--- config.mk ---
export PLATFORM = sky130hd
export DESIGN_NAME = rgb_to_gray_proc
export DESIGN_NICKNAME = d
export VERILOG_FILES = /design/src/rtl/rgb_to_gray_proc_pkg.sv /design/src/rtl/rgb_to_gray_proc_frame_geom_check.sv /design/src/rtl/rgb_to_gray_proc.sv
export SDC_FILE = /design/constraint.sdc
export NUM_CORES = 1
export LEC_CHECK = 0
export CAP_MARGIN = 20
export CELL_PAD_IN_SITES_DETAIL_PLACEMENT = 1
export CELL_PAD_IN_SITES_GLOBAL_PLACEMENT = 1
export CORE_UTILIZATION = 30
export CTS_BUF_LIST = sky130_fd_sc_hd__clkbuf_4
export DETAILED_ROUTE_END_ITERATION = 6
export PLACE_DENSITY_LB_ADDON = 0.12
export SYNTH_ARGS = -nofsm -noshare
export SYNTH_HDL_FRONTEND = slang
export SYNTH_SLANG_ARGS = --single-unit
--- constraint.sdc ---
create_clock -name clk -period 4.1 [get_ports clk]
set_input_delay 1.23 -clock clk [delete_from_list [all_inputs] [get_ports clk]]
set_output_delay 1.23 -clock clk [all_outputs]
set_load 0.005 [all_outputs]
--- src/rtl/rgb_to_gray_proc_pkg.sv ---
`default_nettype none
// +----------------------------------------------------------------------------+
// | rgb_to_gray_proc_pkg : shared luminance and frame-geometry constants       |
// | Revision : 1.0                                                             |
// +----------------------------------------------------------------------------+
package rgb_to_gray_proc_pkg;

   localparam int PIX_W   = 8;
   localparam int ACC_W   = 16;
   localparam int DIM_W   = 11;
   localparam int Y_SHIFT = 8;

   localparam logic [PIX_W-1:0] COEF_R  = 8'd77;
   localparam logic [PIX_W-1:0] COEF_G  = 8'd150;
   localparam logic [PIX_W-1:0] COEF_B  = 8'd29;
   localparam logic [ACC_W-1:0] ROUND_C = 16'd128;

   typedef logic [DIM_W-1:0] dim_t;

   localparam dim_t DIM_MAX = '1;

   // Counters stick at all-ones so an overlong frame still reads as wrong.
   function automatic dim_t sat_inc(input dim_t v);
      return (v == DIM_MAX) ? v : v + dim_t'(1);
   endfunction

endpackage
`default_nettype wire

--- src/rtl/rgb_to_gray_proc_frame_geom_check.sv ---
`default_nettype none
// +----------------------------------------------------------------------------+
// | frame_geom_check : per-frame line length / line count checker              |
// | Revision : 1.0                                                             |
// +----------------------------------------------------------------------------+
module frame_geom_check
   import rgb_to_gray_proc_pkg::*;
#(
   parameter logic [DIM_W-1:0] IMG_HDISP = 11'd400,
   parameter logic [DIM_W-1:0] IMG_VDISP = 11'd300
) (
   input  logic clk,
   input  logic rst,
   input  logic per_img_vsync,
   input  logic per_img_href,
   output logic frame_done,
   output logic frame_err
);

   logic vsync_prev_q, vsync_prev_d;
   logic href_prev_q,  href_prev_d;
   logic prev_valid_q, prev_valid_d;
   logic armed_q,      armed_d;
   dim_t pix_cnt_q,    pix_cnt_d;
   dim_t line_cnt_q,   line_cnt_d;
   logic line_bad_q,   line_bad_d;
   logic frame_done_q, frame_done_d;
   logic frame_err_q,  frame_err_d;

   logic vs_rise;
   logic vs_fall;
   logic hr_fall;
   logic line_end;

   always_comb begin
      // No rise is reported until one real sample has been seen after reset,
      // so a frame interrupted by reset is never evaluated.
      vs_rise  = prev_valid_q & per_img_vsync & ~vsync_prev_q;
      vs_fall  = vsync_prev_q & ~per_img_vsync;
      hr_fall  = href_prev_q & ~per_img_href;
      line_end = hr_fall & armed_q;

      vsync_prev_d = per_img_vsync;
      href_prev_d  = per_img_href;
      prev_valid_d = 1'b1;

      armed_d = armed_q;
      if (vs_rise) begin
         armed_d = 1'b1;
      end else if (vs_fall) begin
         armed_d = 1'b0;
      end

      pix_cnt_d = pix_cnt_q;
      if (hr_fall) begin
         pix_cnt_d = '0;
      end else if (per_img_href) begin
         pix_cnt_d = sat_inc(pix_cnt_q);
      end

      line_cnt_d = line_cnt_q;
      line_bad_d = line_bad_q;
      if (vs_rise) begin
         line_cnt_d = '0;
         line_bad_d = 1'b0;
      end else if (line_end) begin
         line_cnt_d = sat_inc(line_cnt_q);
         line_bad_d = line_bad_q | (pix_cnt_q != IMG_HDISP);
      end

      // The _d values already include a line ending on the same cycle.
      frame_done_d = vs_fall & armed_q;
      frame_err_d  = frame_err_q;
      if (frame_done_d) begin
         frame_err_d = line_bad_d | (line_cnt_d != IMG_VDISP);
      end
   end

   always_ff @(posedge clk or posedge rst) begin
      if (rst) begin
         vsync_prev_q <= 1'b0;
         href_prev_q  <= 1'b0;
         prev_valid_q <= 1'b0;
         armed_q      <= 1'b0;
         pix_cnt_q    <= '0;
         line_cnt_q   <= '0;
         line_bad_q   <= 1'b0;
         frame_done_q <= 1'b0;
         frame_err_q  <= 1'b0;
      end else begin
         vsync_prev_q <= vsync_prev_d;
         href_prev_q  <= href_prev_d;
         prev_valid_q <= prev_valid_d;
         armed_q      <= armed_d;
         pix_cnt_q    <= pix_cnt_d;
         line_cnt_q   <= line_cnt_d;
         line_bad_q   <= line_bad_d;
         frame_done_q <= frame_done_d;
         frame_err_q  <= frame_err_d;
      end
   end

   assign frame_done = frame_done_q;
   assign frame_err  = frame_err_q;

endmodule
`default_nettype wire

--- src/rtl/rgb_to_gray_proc.sv ---
`default_nettype none
// +----------------------------------------------------------------------------+
// | rgb_to_gray_proc : RGB888 to 8-bit luminance, 3-stage pipeline + checker   |
// | Revision : 1.0                                                             |
// +----------------------------------------------------------------------------+
module rgb_to_gray_proc
   import rgb_to_gray_proc_pkg::*;
#(
   parameter logic [DIM_W-1:0] IMG_HDISP = 11'd400,
   parameter logic [DIM_W-1:0] IMG_VDISP = 11'd300
) (
   input  logic             clk,
   input  logic             rst,
   input  logic             per_img_vsync,
   input  logic             per_img_href,
   input  logic [PIX_W-1:0] per_img_red,
   input  logic [PIX_W-1:0] per_img_green,
   input  logic [PIX_W-1:0] per_img_blue,
   output logic             post_img_vsync,
   output logic             post_img_href,
   output logic [PIX_W-1:0] post_img_gray,
   output logic             frame_done,
   output logic             frame_err
);

   logic [ACC_W-1:0] prod_r_q, prod_r_d;
   logic [ACC_W-1:0] prod_g_q, prod_g_d;
   logic [ACC_W-1:0] prod_b_q, prod_b_d;
   logic [ACC_W-1:0] sum_q,    sum_d;
   logic [PIX_W-1:0] gray_q,   gray_d;
   logic [2:0]       vsync_sr_q, vsync_sr_d;
   logic [2:0]       href_sr_q,  href_sr_d;

   always_comb begin
      prod_r_d = ACC_W'(per_img_red)   * ACC_W'(COEF_R);
      prod_g_d = ACC_W'(per_img_green) * ACC_W'(COEF_G);
      prod_b_d = ACC_W'(per_img_blue)  * ACC_W'(COEF_B);

      // Coefficients sum to 256, so the rounded sum tops out at 65408.
      sum_d = prod_r_q + prod_g_q + prod_b_q + ROUND_C;

      gray_d = href_sr_q[1] ? sum_q[Y_SHIFT +: PIX_W] : '0;

      vsync_sr_d = {vsync_sr_q[1:0], per_img_vsync};
      href_sr_d  = {href_sr_q[1:0],  per_img_href};
   end

   always_ff @(posedge clk or posedge rst) begin
      if (rst) begin
         prod_r_q   <= '0;
         prod_g_q   <= '0;
         prod_b_q   <= '0;
         sum_q      <= '0;
         gray_q     <= '0;
         vsync_sr_q <= '0;
         href_sr_q  <= '0;
      end else begin
         prod_r_q   <= prod_r_d;
         prod_g_q   <= prod_g_d;
         prod_b_q   <= prod_b_d;
         sum_q      <= sum_d;
         gray_q     <= gray_d;
         vsync_sr_q <= vsync_sr_d;
         href_sr_q  <= href_sr_d;
      end
   end

   assign post_img_vsync = vsync_sr_q[2];
   assign post_img_href  = href_sr_q[2];
   assign post_img_gray  = gray_q;

   frame_geom_check #(
      .IMG_HDISP (IMG_HDISP),
      .IMG_VDISP (IMG_VDISP)
   ) u_geom (
      .clk           (clk),
      .rst           (rst),
      .per_img_vsync (per_img_vsync),
      .per_img_href  (per_img_href),
      .frame_done    (frame_done),
      .frame_err     (frame_err)
   );

endmodule
`default_nettype wire

Yosys cells after proc, flatten, opt, wreduce, memory -nomap -nowiden
Cells that the tools add are included.

storage, ports and cells
  register bits = 102
  output and inout bits = 12

cells by class
  equality and inequality tests = 5
  reduce and logical (&&, ||, !) cells = 3
  mux-type cells = 11
  bitwise logic cells = 11
  add/sub/neg operators = 5
  $mul = 3

operators by type and width
  kind                                               count
  2-to-1 mux 11 bit                                  6
  multiplier 8 x 7 -> 15 bit, second input constant  2
  adder 11 x 1 -> 11 bit, second input constant      2
  == test 11 bit, second input constant              2
  != test 11 x 9 -> 1 bit, second input constant     2
  adder 15 x 16 -> 16 bit                            1
  adder 16 x 13 -> 16 bit                            1
  adder 16 x 8 -> 16 bit, second input constant      1
  multiplier 8 x 5 -> 13 bit, second input constant  1
  2-to-1 mux 8 bit                                   1
  bitwise AND 1 bit                                  6
  2-to-1 mux 1 bit                                   4
  nonzero test 2 bit                                 2
  NOT 1 bit                                          3
  != test 2 x 1 -> 1 bit, second input constant      1
  OR 1 bit                                           2
  AND reduction 2 bit                                1

Longest topological paths before layout
Gate-level depths: netlist of run 1.

  depth in word-level cells = 7
  mapped depth = 14
  depth with buffers taken out = 14

By module
Synthesis of run 1 repeated with hierarchy kept, for this count alone.

unflattened totals
  cells, all modules = 713
  area total of the unflattened synthesis = 7329.5 um^2

by module, submodules not included
  module            sequential area each (um^2)  cells each  times used  area each (um^2)
  rgb_to_gray_proc  1626.6                       548         1           5755.5
  frame_geom_check  725.7                        165         1           1574.0

Worst setup path before layout of run 1
No wires, ideal clock.

  path kind = input -> register
  start point = input port per_img_red[4]
  end point = register prod_r_q[13]
  data arrival time = 4.074 ns
  cell stages on the path = 12
  data required time = 4.029 ns
  path slack = -0.045 ns
  cell sequence = ha_1 ha_1 inv_1 fa_1 fa_1 inv_1 ha_1 a21boi_0 o21ai_0 a21oi_1 or4_1 nand4_1

between the ends
  cells in the longest elaborated chain, start to end = 1

ends and longest elaborated chain
  what                        line                    text
  start, declared             rgb_to_gray_proc.sv:16  input logic [PIX_W-1:0] per_img_red,
  multiplier 8 x 7 -> 15 bit  rgb_to_gray_proc.sv:35  prod_r_d = ACC_W'(per_img_red) * ACC_W'(COEF_R);
  net prod_r_d[13]            rgb_to_gray_proc.sv:26  logic [ACC_W-1:0] prod_r_q, prod_r_d;
  end signal, assigned        rgb_to_gray_proc.sv:58  prod_r_q <= prod_r_d;
  end, declared               rgb_to_gray_proc.sv:26

The timed path passes the listed nets, and every way through them passes these cells.
A chain may end at the register's enable or synchronous reset.

Final worst setup path of run 1
  start point = input port per_img_green[5]
  end point = register prod_g_q[14]

between the ends
  cells in the longest elaborated chain, start to end = 1

ends and longest elaborated chain
  what                        line                    text
  start, declared             rgb_to_gray_proc.sv:17  input logic [PIX_W-1:0] per_img_green,
  multiplier 8 x 7 -> 15 bit  rgb_to_gray_proc.sv:36  prod_g_d = ACC_W'(per_img_green) * ACC_W'(COEF_G);
  net prod_g_d[14]            rgb_to_gray_proc.sv:27  logic [ACC_W-1:0] prod_g_q, prod_g_d;
  end signal, assigned        rgb_to_gray_proc.sv:59  prod_g_q <= prod_g_d;
  end, declared               rgb_to_gray_proc.sv:27

The timed path passes the listed nets, and every way through them passes these cells.

==> impl_metrics.env, run 1 <==
export IMPL_worstPathArrival_ps=4400
export IMPL_grt_pass1_vias=5474
export IMPL_synthMuxAreaShare_pct=0.596
export IMPL_async_flop_share_pct=100
export IMPL_crit_fanout=4
export IMPL_cpMostUsedCell="ha_1"
export IMPL_yosys_warnings=0
export IMPL_pin_count=40
export IMPL_cap_violations=0
export IMPL_cts_sinks=92
export IMPL_antenna_found_initial=0
export IMPL_ys_seq_area_share_pct=33.2
export IMPL_diodes=0
export IMPL_route_detailed_drc=0
export IMPL_tns_ps=0
export IMPL_cp_cell_sequence="clkdlybuf4s50_1 -> buf_4 -> ha_1 -> ha_1 -> fa_1 -> ha_1 -> ha_1 -> buf_4 -> a41o_1 -> o211a_1 -> xor2_1"
export IMPL_drive_gt1_share_pct=16.4
export IMPL_pre_cts_slack_ps=-682
export IMPL_finalSetupViolations=0
export IMPL_wl_um=14600
export IMPL_critical_path_class="primary input to flop"
export IMPL_swShare_pct=41.1
export IMPL_final_util_pct=37.9
export IMPL_relSlewSlack_pct=41.6
export IMPL_min_period_ps=4030
export IMPL_critPathBufInv=3
export IMPL_fmax_mhz=248
export IMPL_clockRootBuffer="clkbuf_4"
export IMPL_layout_commonest_cell="ha_1"
export IMPL_synth_cell_types=59
export IMPL_tightest_slew_ps=865
export IMPL_leakage_uw=0.00437
export IMPL_core_um2=22600
export IMPL_cts_buffers_inserted=9
export IMPL_grt_use_total_pct=13.4
export IMPL_dpl_hpwl_um=12100
export IMPL_grt_ovfl_total=0
export IMPL_status="finished, final reports clean"
export IMPL_place_area_um2=8260
export IMPL_areaGrowthSynthToFinish_pct=23.8
export IMPL_yosys_area_share_simple_pct=10.7
export IMPL_maxSlewViolCount=0
export IMPL_most_common_layout_cells="121 x ha_1, 116 x inv_1, 92 x dfrtp_1"
export IMPL_die_y_um=154
export IMPL_synth_adder_area_share_pct=34.1
export IMPL_num_vias=5031
export IMPL_fin_area_um2=8570
export IMPL_synth_compound_area_share_pct=9.32
export IMPL_ys_flop_type="dfrtp_1"
export IMPL_hold_viol=0
export IMPL_yosys_register_bits=92
export IMPL_firstDrtPassIters=5
export IMPL_period_share_pct=98.4
export IMPL_startpoint_type="primary input"
export IMPL_drt_iter0_markers=76
export IMPL_timing_final_ws_setup_ps=66.4
export IMPL_clk_path_buf_depth=2
export IMPL_seq_area_um2=2300
export IMPL_synth_xor_area_share_pct=5.06
export IMPL_path_clk_slew_ps=170
export IMPL_vias_per_cell=4.65
export IMPL_max_stage_delay_ps=490
export IMPL_pwr_share_comb_pct=63.9
export IMPL_crit_family="adder cells"
export IMPL_num_rows=55
export IMPL_cts_tree="yes"
export IMPL_synthCells=669
export IMPL_hold_slack_ps=377
export IMPL_p_clk_share_pct=10.5
export IMPL_internal_power_uw=3000
export IMPL_synth_nets=863
export IMPL_worstSkewPairLatency_ps=470
export IMPL_ir_drop_mv=0.375
export IMPL_crit_path_top_delay_cell="fa_1"
export IMPL_synth_top_family_by_area="adder cells"
export IMPL_fin_nets=987
export IMPL_pwr_share_seq_pct=25.6
export IMPL_worstSetupEndpointType="flop"
export IMPL_die_area_um2=23700
export IMPL_finalClockSkew_ps=38.8
export IMPL_p_switching_uw=2090
export IMPL_drtAntennaViolNets=0
export IMPL_io_buffer_count=39
export IMPL_h_tree_depth=3
export IMPL_cp_required_ps=4460
export IMPL_grt_pass1_wl_um=25300
export IMPL_synth_edf_count=0
export IMPL_start_util_pct=30.6
export IMPL_hp_class="flop to flop"
export IMPL_rsz0062_at_grt="true"
export IMPL_die_w_um=154
export IMPL_avgSynthCellArea_um2=10.4
export IMPL_syn_area_um2=6930
export IMPL_cts_hold_buf=0
export IMPL_powerDensity_nw_per_um2=594
export IMPL_wl_per_cell_um=13.5
export IMPL_nFillCells=2539
export IMPL_grt_max_degree=44
export IMPL_multi_input_area_um2=4300
export IMPL_gp_congestion=0.779
sequential cells by signal (all words and copies together) (netlist names), 3 cells and up:
register	flops
prod_g_q	15
prod_r_q	15
prod_b_q	13
u_geom.line_cnt_q	11
u_geom.pix_cnt_q	11
post_img_gray	8
sum_q	8
href_sr_q	3
vsync_sr_q	3
cell type report:
| type | instances | area share [%] |
|---|---|---|
| repair buffers | 119 | 11.8 |
| flip-flops and latches | 92 | 26.9 |
| well taps | 285 | 4.16 |
| clock buffers | 9 | 0.788 |
| clock inverters | 7 | 0.978 |
| inverters | 119 | 5.22 |
| multi-input cells | 452 | 50.2 |
Yosys cell counts (2+ instances only):
cell type  instances  area (µm²)
o21ai_0           20         100
and4_1             2        17.5
a21boi_0           3        22.5
xnor2_1           23         201
o211ai_1           2        15.0
and2_1             9        56.3
mux2i_1            3        30.0
a211oi_1           3        22.5
nand3_1           19        95.1
nand2_1           29         109
nor4_1             2        12.5
inv_1            119         447
xor2_1            17         149
o31ai_1            2        15.0
ha_1             128        1600
and3_1             4        25.0
nor2_1            35         131
o21ai_1            2        10.0
nand4_1           11        68.8
a31oi_1            3        18.8
or4_1              2        15.0
dfrtp_1           92        2300
or3_1              4        25.0
fa_1              38         761
nor4b_1            3        26.3
o21a_1             2        15.0
a21o_1             8        60.1
a21oi_1           27         135
nor3_1            10        50.1
nor2b_1            5        31.3
a41oi_1            2        17.5
a211o_1            2        17.5
o21bai_1           3        22.5
a2111oi_0          3        26.3
o311ai_0           2        17.5
clkbuf_1           3        11.3
nand2b_1           5        31.3
worst reg2reg max path, delay by kind of cell (launching register included):
kind | cells | cell delay, ps
AOI/OAI and AO/OA | 6 | 1230
xor gates and xnor gates | 1 | 150
adders and majority gates | 3 | 1150
buffers and inverters | 2 | 100
DFF | 1 | 360
routing by layer:
layer	vias to the layer above	routed length, µm	GRT usage, %
met5	-	0	0
met4	0	90	2.14
met3	5	339	3.18
met2	39	7750	24.9
met1	2485	6400	15.6
li1	2502	-	-
metrics by stage:
step | cells | total power [µW]
2_1_floorplan | 669 | 3610
3_3_place_gp | 1066 | 4470
3_5_place_dp | 1066 | 4550
4_1_cts | 1083 | 5140
5_1_grt | 1083 | 5690
6_report | 1083 | 5090
cells by family after synthesis:
kind of cell	after synthesis
other	1
flip-flops	92
buffers and inverters	125
AO/OA/AOI/OAI	96
XOR/XNOR	40
multiplexers	4
AND/OR/NAND/NOR	145
adder cells (fa/ha/maj)	166
worst paths after layout:
check	start	to	slack [ps]	cells after the start
hold reg to reg	vsync_sr_q[1]	vsync_sr_q[2]	380	0
setup / recovery	per_img_green[5]	prod_g_q[14]	70	11
min in group asynchronous	rst	u_geom.pix_cnt_q[0]	1170	2
hold / removal	vsync_sr_q[1]	vsync_sr_q[2]	380	0
max in group asynchronous	rst	prod_b_q[8]	2160	3
setup reg to reg	prod_r_q[6]	sum_q[15]	1050	12
power groups by stage:
stage	Clock [µW]	Combinational [µW]	Sequential (µW)
2_1_floorplan	0	2320	1290
3_3_place_gp	0	3150	1320
3_5_place_dp	0	3220	1330
4_1_cts	568	3260	1310
5_1_grt	600	3750	1330
6_report	536	3250	1300
what timing repair did:
action | CTS | global route
resized for setup | 5 | 32
setup buffers | 1 | 0
endpoints found under the hold margin | 0 | 0
pin swaps | 5 | 12
setup endpoints to repair | 6 | 13
Note: power is estimated with default switching activity, not from simulation.
==> run 2, diff against run 1 <==
--- a/config.mk
+++ b/config.mk
@@ -10,8 +10,10 @@
 export CELL_PAD_IN_SITES_GLOBAL_PLACEMENT = 1
 export CORE_UTILIZATION = 30
 export CTS_BUF_LIST = sky130_fd_sc_hd__clkbuf_4
+export CTS_CLUSTER_SIZE = 25
 export DETAILED_ROUTE_END_ITERATION = 6
 export PLACE_DENSITY_LB_ADDON = 0.12
+export REMOVE_ABC_BUFFERS = 1
 export SYNTH_ARGS = -nofsm -noshare
 export SYNTH_HDL_FRONTEND = slang
 export SYNTH_SLANG_ARGS = --single-unit
==> run 2 against run 1 <==
Utilization down 0.40 points. Clock-buffer cell count increased by 2. Clock power shrank 4.7%. Design area decreased by 1.1%. Die area is the same. Register-to-register slack about the same. Critical path depth increased by 2. Clock skew down 9.3 ps. Combinational power about the same. Critical endpoint is now prod_r_q[13]. Largest power group unchanged.
==> impl_metrics.env, run 2 (synthesis gave the netlist of run 1 again) <==
export IMPL_grt_pass1_vias=5527
export IMPL_clk_path_buf_depth=2
export IMPL_crit_fanout=4
export IMPL_rsz0062_at_grt="true"
export IMPL_largestRegisters="prod_g_q: 15 flops, prod_r_q: 15 flops, prod_b_q: 13 flops"
export IMPL_timing_final_ws_setup_ps=58.4
export IMPL_startpoint_type="primary input"
export IMPL_most_common_layout_cells="125 x ha_1, 115 x inv_1, 92 x dfrtp_1"
export IMPL_die_area_um2=23700
export IMPL_hold_path_depth=0
export IMPL_status="finished, final reports clean"
export IMPL_path_clk_slew_ps=140
export IMPL_antenna_found_initial=0
export IMPL_period_share_pct=98.6
export IMPL_finalClockSkew_ps=29.5
export IMPL_worstReg2RegEnd="sum_q[15]"
export IMPL_io_buffer_count=39
export IMPL_wl_per_cell_um=13.3
export IMPL_route_detailed_drc=0
export IMPL_die_w_um=154
export IMPL_grt_use_total_pct=13.5
export IMPL_postCtsSetupBuffers=0
export IMPL_finalSetupViolations=0
export IMPL_maxSlewViolCount=0
export IMPL_worstPathArrival_ps=4450
export IMPL_worstHoldStart="vsync_sr_q[1]"
export IMPL_grt_max_degree=44
export IMPL_critical_path_class="primary input to flop"
export IMPL_vias_per_cell=4.59
export IMPL_firstDrtPassIters=4
export IMPL_drtAntennaViolNets=0
export IMPL_pin_count=40
export IMPL_ir_drop_mv=0.377
export IMPL_tns_ps=0
export IMPL_num_vias=4958
export IMPL_dpl_hpwl_um=12300
export IMPL_tightest_slew_ps=780
export IMPL_powerDensity_nw_per_um2=594
export IMPL_final_util_pct=37.5
export IMPL_drt_iter0_markers=71
export IMPL_die_y_um=154
export IMPL_r2r_start="prod_r_q[4]"
export IMPL_areaGrowthSynthToFinish_pct=22.5
export IMPL_cts_sinks=92
export IMPL_core_um2=22600
export IMPL_ff2ff_path_depth=12
export IMPL_cp_required_ps=4510
export IMPL_fin_nets=984
export IMPL_cts_tree="yes"
export IMPL_cts_buffers_inserted=9
export IMPL_diodes=0
export IMPL_start_util_pct=30.6
export IMPL_pre_cts_slack_ps=-750
export IMPL_hold_slack_ps=378
export IMPL_r2r_slack_ps=1040
export IMPL_cts_hold_buf=0
export IMPL_leakage_uw=0.00436
export IMPL_num_rows=55
export IMPL_wl_um=14400
export IMPL_grt_ovfl_total=0
export IMPL_fmax_mhz=247
export IMPL_h_tree_depth=3
export IMPL_worstSetupEndpointType="flop"
export IMPL_grt_pass1_wl_um=25800
export IMPL_layout_commonest_cell="ha_1"
export IMPL_hold_viol=0
export IMPL_gp_congestion=0.778
export IMPL_relSlewSlack_pct=48.0
export IMPL_cap_violations=0
export IMPL_p_total_uw=5040
export IMPL_nFillCells=2533
export IMPL_min_period_ps=4040
export IMPL_clockRootBuffer="clkbuf_4"
export IMPL_worstHoldEndpoint="vsync_sr_q[2]"
export IMPL_worstSkewPairLatency_ps=460
export IMPL_drive_gt1_share_pct=15.6
export IMPL_hp_class="flop to flop"
==> run 2: cell count changes in the layout (fill, tap and decap cells not counted), moves of 2 or more <==
cell             previous run  this run
ha_4                        7         3
clkdlybuf4s50_1            34        32
dlymetal6s2s_1              4         6
buf_4                      79        76
clkbuf_4                    9        11
ha_1                      121       125
==> run 2: metrics by stage <==
stage,cells,area [µm²]
finish,1079,8480
global route,1079,8480
CTS,1079,8370
detailed placement,1064,8230
global placement,1064,8230
floorplan,663,6890
==> run 2: what timing repair did <==
action | in CTS | in global routing
gates cloned | 0 | 0
resized for setup | 5 | 32
pin swaps | 6 | 16
endpoints found under the setup margin | 7 | 13
==> run 2: worst max-delay path by stage <==
stage	start	endpoint	cells past startpoint
floorplan	per_img_red[4]	prod_r_q[13]	12
global placement	per_img_red[4]	prod_r_q[13]	13
detailed placement	per_img_red[4]	prod_r_q[13]	13
CTS	per_img_green[6]	prod_g_q[14]	14
global route	per_img_red[4]	prod_r_q[13]	13
finish	per_img_red[4]	prod_r_q[13]	13
==> run 2: critical path, stage by stage <==
cell and delay [ps]:
dlygate4sd2_1 290, ha_1 310, ha_1 270, inv_1 50
fa_1 460, fa_1 490, inv_1 40, ha_1 290
a21boi_2 180, o21ai_2 160, a21oi_2 80, or4_4 510
nand4_1 100
==> run 2: cell type report <==
class                   count  area, µm²  area share (%)
clock inverters             4       56.3           0.664
repair buffers            116        995            11.7
clock buffers              11       82.6           0.973
well taps                 285        357            4.20
multi-input cells         452       4240            50.0
inverters                 119        448            5.28
flip-flops and latches     92       2300            27.1
==> run 2: routing by layer <==
metal	GRT usage [%]	vias up	wire length (µm)
met1	15.9	2429	6410
met5	0	-	0
li1	-	2486	-
met2	25.2	34	7560
met4	2.43	0	104
met3	2.99	9	305
==> run 2: power by group <==
group	switching [µW]	internal, µW	leakage, µW
Combinational	1630	1590	0.00315
Clock	309	202	0.0000779
Sequential	109	1190	0.00113
Total	2050	2990	0.00436
